$ cat config.mk
export PLATFORM = sky130hd
export DESIGN_NAME = ram_scan_reader
export DESIGN_NICKNAME = d
export VERILOG_FILES = /design/src/rtl/mem_pkg.sv /design/src/rtl/tick_gen.sv /design/src/rtl/ram_scan_reader.sv
export SDC_FILE = /design/constraint.sdc
export NUM_CORES = 1
export LEC_CHECK = 0
export CAP_MARGIN = 40
export CORE_MARGIN = 3
export CORE_UTILIZATION = 45
export DETAILED_ROUTE_END_ITERATION = 10
export GPL_ROUTABILITY_DRIVEN = 0
export PLACE_DENSITY = 0.67
export SETUP_SLACK_MARGIN = 0.15
export SLEW_MARGIN = 20
export SYNTH_ARGS = -nofsm -noshare
export SYNTH_HDL_FRONTEND = slang
export SYNTH_SLANG_ARGS = --single-unit
$ cat constraint.sdc
create_clock -name CLOCK_50 -period 2.24 [get_ports CLOCK_50]
set_input_delay 0.336 -clock CLOCK_50 [delete_from_list [all_inputs] [get_ports CLOCK_50]]
set_output_delay 0.336 -clock CLOCK_50 [all_outputs]
set_load 0.03 [all_outputs]
$ cat src/rtl/mem_pkg.sv
// Shared types and default widths for the 32x4 on-chip RAM and the
// blocks that read or write it.
package mem_pkg;

  localparam int ADDR_W = 5;
  localparam int DATA_W = 4;

  typedef logic [ADDR_W-1:0] addr_t;
  typedef logic [DATA_W-1:0] data_t;

  // Read-scan sequencer states: present address, wait out RAM latency, hold display.
  typedef enum logic [1:0] {
    ISSUE,
    WAIT,
    SHOW
  } scan_state_t;

endpackage

$ cat src/rtl/tick_gen.sv
// Free-running pace divider: emits a one-cycle tick every TICK_DIV enabled
// cycles and holds its count while disabled.
module tick_gen #(
  parameter int TICK_DIV = 50_000_000
) (
  input  logic CLOCK_50,
  input  logic reset_n,
  input  logic en,
  output logic tick
);

  localparam int CNT_W = (TICK_DIV > 1) ? $clog2(TICK_DIV) : 1;
  localparam logic [CNT_W-1:0] LAST = CNT_W'(TICK_DIV - 1);

  logic [CNT_W-1:0] cnt;

  // Count 0..TICK_DIV-1 while enabled, freeze otherwise.
  always_ff @(posedge CLOCK_50 or negedge reset_n) begin
    if (!reset_n) begin
      cnt <= '0;
    end else if (en) begin
      cnt <= (cnt == LAST) ? '0 : cnt + 1'b1;
    end
  end

  assign tick = en && (cnt == LAST);

endmodule

$ cat src/rtl/ram_scan_reader.sv
// Read-side scan engine for the 32x4 RAM: steps the read address at a
// programmable pace, absorbs the synchronous read latency, and keeps the
// displayed address/data pair fresh when the write port hits it.
module ram_scan_reader #(
  parameter int ADDR_W   = mem_pkg::ADDR_W,
  parameter int DATA_W   = mem_pkg::DATA_W,
  parameter int TICK_DIV = 50_000_000,
  parameter int RD_LAT   = 1
) (
  input  logic              CLOCK_50,
  input  logic              reset_n,
  input  logic              en,
  output logic [ADDR_W-1:0] rd_addr,
  input  logic [DATA_W-1:0] rd_data,
  input  logic              wr_en,
  input  logic [ADDR_W-1:0] wr_addr,
  output logic [ADDR_W-1:0] cur_addr,
  output logic [DATA_W-1:0] cur_data,
  output logic              cur_valid,
  output logic              wrap
);

  import mem_pkg::*;

  localparam int LAT_W = (RD_LAT > 1) ? $clog2(RD_LAT + 1) : 1;
  localparam logic [LAT_W-1:0] LAT_LOAD = LAT_W'(RD_LAT);
  localparam logic [ADDR_W-1:0] LAST_ADDR = '1;

  scan_state_t      state;
  scan_state_t      state_nxt;
  logic             tick;
  logic             capture;
  logic             advance;
  logic             pend;
  logic             snoop_hit;
  logic             cur_hit;
  logic [LAT_W-1:0] lat;

  tick_gen #(
    .TICK_DIV(TICK_DIV)
  ) u_tick (
    .CLOCK_50(CLOCK_50),
    .reset_n (reset_n),
    .en      (en),
    .tick    (tick)
  );

  // A write landing on the in-flight address may be missed by the read
  // (RAM returns old data on collision), so it must trigger a re-read.
  assign snoop_hit = (state != SHOW) && wr_en && (wr_addr == rd_addr);
  assign cur_hit   = wr_en && (wr_addr == cur_addr);

  // Next-state and datapath strobes; tick beats refresh since the address is moving anyway.
  always_comb begin
    state_nxt = state;
    capture   = 1'b0;
    advance   = 1'b0;
    case (state)
      ISSUE: state_nxt = WAIT;
      WAIT: begin
        if ((lat == LAT_W'(1)) || (lat == '0)) begin
          capture   = 1'b1;
          state_nxt = SHOW;
        end
      end
      SHOW: begin
        if (tick) begin
          advance   = 1'b1;
          state_nxt = ISSUE;
        end else if (pend || cur_hit) begin
          state_nxt = ISSUE;
        end
      end
      default: state_nxt = ISSUE;
    endcase
  end

  // State register.
  always_ff @(posedge CLOCK_50 or negedge reset_n) begin
    if (!reset_n) state <= ISSUE;
    else          state <= state_nxt;
  end

  // Latency counter: loaded while the address is presented, counted down while waiting.
  always_ff @(posedge CLOCK_50 or negedge reset_n) begin
    if (!reset_n) begin
      lat <= '0;
    end else if (state == ISSUE) begin
      lat <= LAT_LOAD;
    end else if (state == WAIT) begin
      lat <= lat - 1'b1;
    end
  end

  // Read address advances modulo depth on each accepted tick.
  always_ff @(posedge CLOCK_50 or negedge reset_n) begin
    if (!reset_n)     rd_addr <= '0;
    else if (advance) rd_addr <= rd_addr + 1'b1;
  end

  // Capture the completed read for display; wrap flags the 31->0 step only.
  always_ff @(posedge CLOCK_50 or negedge reset_n) begin
    if (!reset_n) begin
      cur_addr  <= '0;
      cur_data  <= '0;
      cur_valid <= 1'b0;
      wrap      <= 1'b0;
    end else begin
      wrap <= 1'b0;
      if (capture) begin
        cur_addr  <= rd_addr;
        cur_data  <= rd_data;
        cur_valid <= 1'b1;
        wrap      <= (cur_addr == LAST_ADDR) && (rd_addr == '0);
      end
    end
  end

  // Pending refresh: set by a colliding write mid-read, cleared when SHOW re-issues.
  always_ff @(posedge CLOCK_50 or negedge reset_n) begin
    if (!reset_n) begin
      pend <= 1'b0;
    end else if (snoop_hit) begin
      pend <= 1'b1;
    end else if ((state == SHOW) && (state_nxt == ISSUE)) begin
      pend <= 1'b0;
    end
  end

endmodule

==> metrics.txt <==
CTS Sinks 45; DP Cell Count around 320; Die ar. 6061 sq um; DP HPWL roughly 3700 microns; Critical Path AT 2.13 ns; most frequent cells in the layout 45 x dfrtp_1, 27 x clkdlybuf4s50_1, 15 x xor2_1, 15 x nand3_1; chip width around 80 microns; Clock Latency Late Sink 0.29 ns; final wirelength 4940 microns; Final Hold Vio Count 0; Clock Tree Root clkbuf_8; Post-synth EDFFs 0; DRT Pass-1 Iters 5; Yosys cell types 44; H-tree levels 2; worst slew pin tran between 0.6 and 0.7 ns; startpoint types register; hold buffer count at cts 0; TritonCTS clock tree yes; largest net degree at the start of global routing 29; global route overflow 0; first-pass GRT wire length 8514 microns; Reg2Reg Setup Slack 0.29 ns; starting density of the core 47.92%; nets@finish 271; Post-Synthesis Net Count 235; CTS max path bufs 2; TNS Setup 0 ns; VDD IR-drop max 0.0004660 V; register area share after synthesis 48.47%; Post-CTS Resized 0; share of layout cells above drive strength 1 14.45%; status complete, no violations; fin. max-slew vios 0; WS Path Type reg -> reg; CP max stage delay 0.55 ns; register area 1126 sq um; drt drc 0; asr flop ratio synth 100.0%; post-route minimum period 1.949 ns; CP required 2.42 ns; Yosys reg bits 45; Worst-path clk slew 0.08 ns; PD cells 756.0 nW/um^2; Cells after Synth ~220; Slew HR 56.99%; final setup violating endpoints 0; max cap viols 0; Yosys warning count 0; R2R Path End rd_addr[1]$_DFFE_PN0P_; DRT antenna net count 0; Post-synth top flop dfrtp_1; initial antenna violation count 0; Area growth, synth to finish 22.08%; fin crit share around 87%; worst-case reg-to-reg path depth 4; Reg-to-Reg Start u_tick.cnt[7]$_DFFE_PN0P_; Die Ht between 70 and 80 microns; Filler cells 427; critical-path maximum fanout 6; Fmax 513.2 MHz; Global Route Usage Sum 17.84%; Non-Filler Instances ~320; CP endpoint kind register; Post-CTS Setup Inserts 0; vias in the first global route 1721; CTS Buf Count 5; DR iter-0 viols ~130; most common cell after layout, fill and taps aside dfrtp_1; multi-input combinational cell area 1126 sq um; crit path cell chain nor3b_1 > nand4_2 > or4_4 > mux2_4; io pins 29; WL/cell around 15 microns; via count 1772; ant diodes 0; post-synthesis cell area 2323 sq um; static leakage between 1 and 1.5 nW; clock skew 0.005641 ns; drt via density 5.486; IO Port Bufs 28; Core Region 4848 sq um; row cnt 25; HP Class in -> async; buffers plus inverters on the worst setup path 0; CP max-delay cell or4_4; RSZ-0062 raised after global routing no; syn avg cell area about 11 sq um; Top delay family on crit path simple AND/OR/NAND/NOR gates
==> metrics by stage <==
stage	total power [mW]	cell area, sq um	setup WS [ns]	utilization [%]	hold WS [ns]
6_report	2.144	2836	0.2915	58.50	0.05899
5_1_grt	2.265	2836	0.1996	58.50	0.1012
4_1_cts	2.161	2836	0.2777	58.50	0.07971
3_5_place_dp	1.539	2720	0.1581	56.10	0.3992
3_3_place_gp	1.531	2720	0.1725	56.10	0.3926
2_1_floorplan	1.349	2323	0.3566	-	0.04041
==> where the power goes <==
group	switching (mW)	internal [mW]
logic	0.269	0.235
registers	0.0938	0.920
clock network	0.263	0.364
==> registers in the layout, indices dropped and copies added (netlist names) <==
| signal | flops |
|---|---|
| state | 2 |
| cur_addr | 5 |
| cur_data | 4 |
| u_tick.cnt | 26 |
| cur_valid | 1 |
| wrap | 1 |
| pend | 1 |
| rd_addr | 5 |
==> area by class of cell <==
class,instances,share of cell area (%)
clock buffers,7,3.044
clock inverters,1,1.059
inverters,7,0.9263
multi-input cells,157,39.70
flip-flops and latches,45,39.70
well taps,67,2.955
repair buffers,39,12.62
==> kinds of logic after synthesis <==
| kind of cell | Yosys count | synth area share (%) |
|---|---|---|
| and+or+nand+nor | 88 | 24.29 |
| xor gates and xnor gates | 26 | 9.801 |
| DFF | 45 | 48.47 |
| adders and majority gates | 3 | 1.616 |
| AOI/OAI and AO/OA | 30 | 7.862 |
| muxes | 10 | 4.900 |
| buffers and inverters | 17 | 3.070 |
==> worst max path at each step <==
stage	from	to	depth (start not counted)
floorplan	u_tick.cnt[16]$_DFFE_PN0P_	rd_addr[1]$_DFFE_PN0P_	4
global placement	en	rd_addr[1]$_DFFE_PN0P_	5
detailed placement	en	rd_addr[1]$_DFFE_PN0P_	5
CTS	u_tick.cnt[7]$_DFFE_PN0P_	rd_addr[1]$_DFFE_PN0P_	4
global route	u_tick.cnt[7]$_DFFE_PN0P_	rd_addr[1]$_DFFE_PN0P_	4
finish	u_tick.cnt[7]$_DFFE_PN0P_	rd_addr[1]$_DFFE_PN0P_	4
==> synth_stat cells (2+ instances only) <==
master     n  area (sq um)
xnor2_1   11         96.34
nor4_1     8         50.05
nor3_1     3         15.01
mux2i_1    2         20.02
inv_1      7         26.28
o31ai_1    4         30.03
dfrtp_1   45          1126
nand2_1   11         41.29
and4_2     2         20.02
and3_1     4         25.02
a21oi_1    9         45.04
nand3_1   15         75.07
o21ai_0   11         55.05
nand2b_1   2         12.51
nor4b_4    2         47.55
or4_1      3         22.52
clkbuf_1   6         22.52
ha_1       3         37.54
nand4_1   11         68.82
or3_1      5         31.28
nand4b_1   2         17.52
buf_2      3         15.01
xor2_1    15         131.4
and2_1     3         18.77
nor2_1     6         22.52
mux2_2     7         78.83
and4_1     2         17.52
==> routing by layer <==
metal / global-route usage [%] / wire length (microns)
met5: 0 / 0
met4: 6.584 / 61
met3: 4.524 / 254
met2: 25.26 / 2162
met1: 26.12 / 2462
Note: power is estimated with default switching activity, not from simulation.
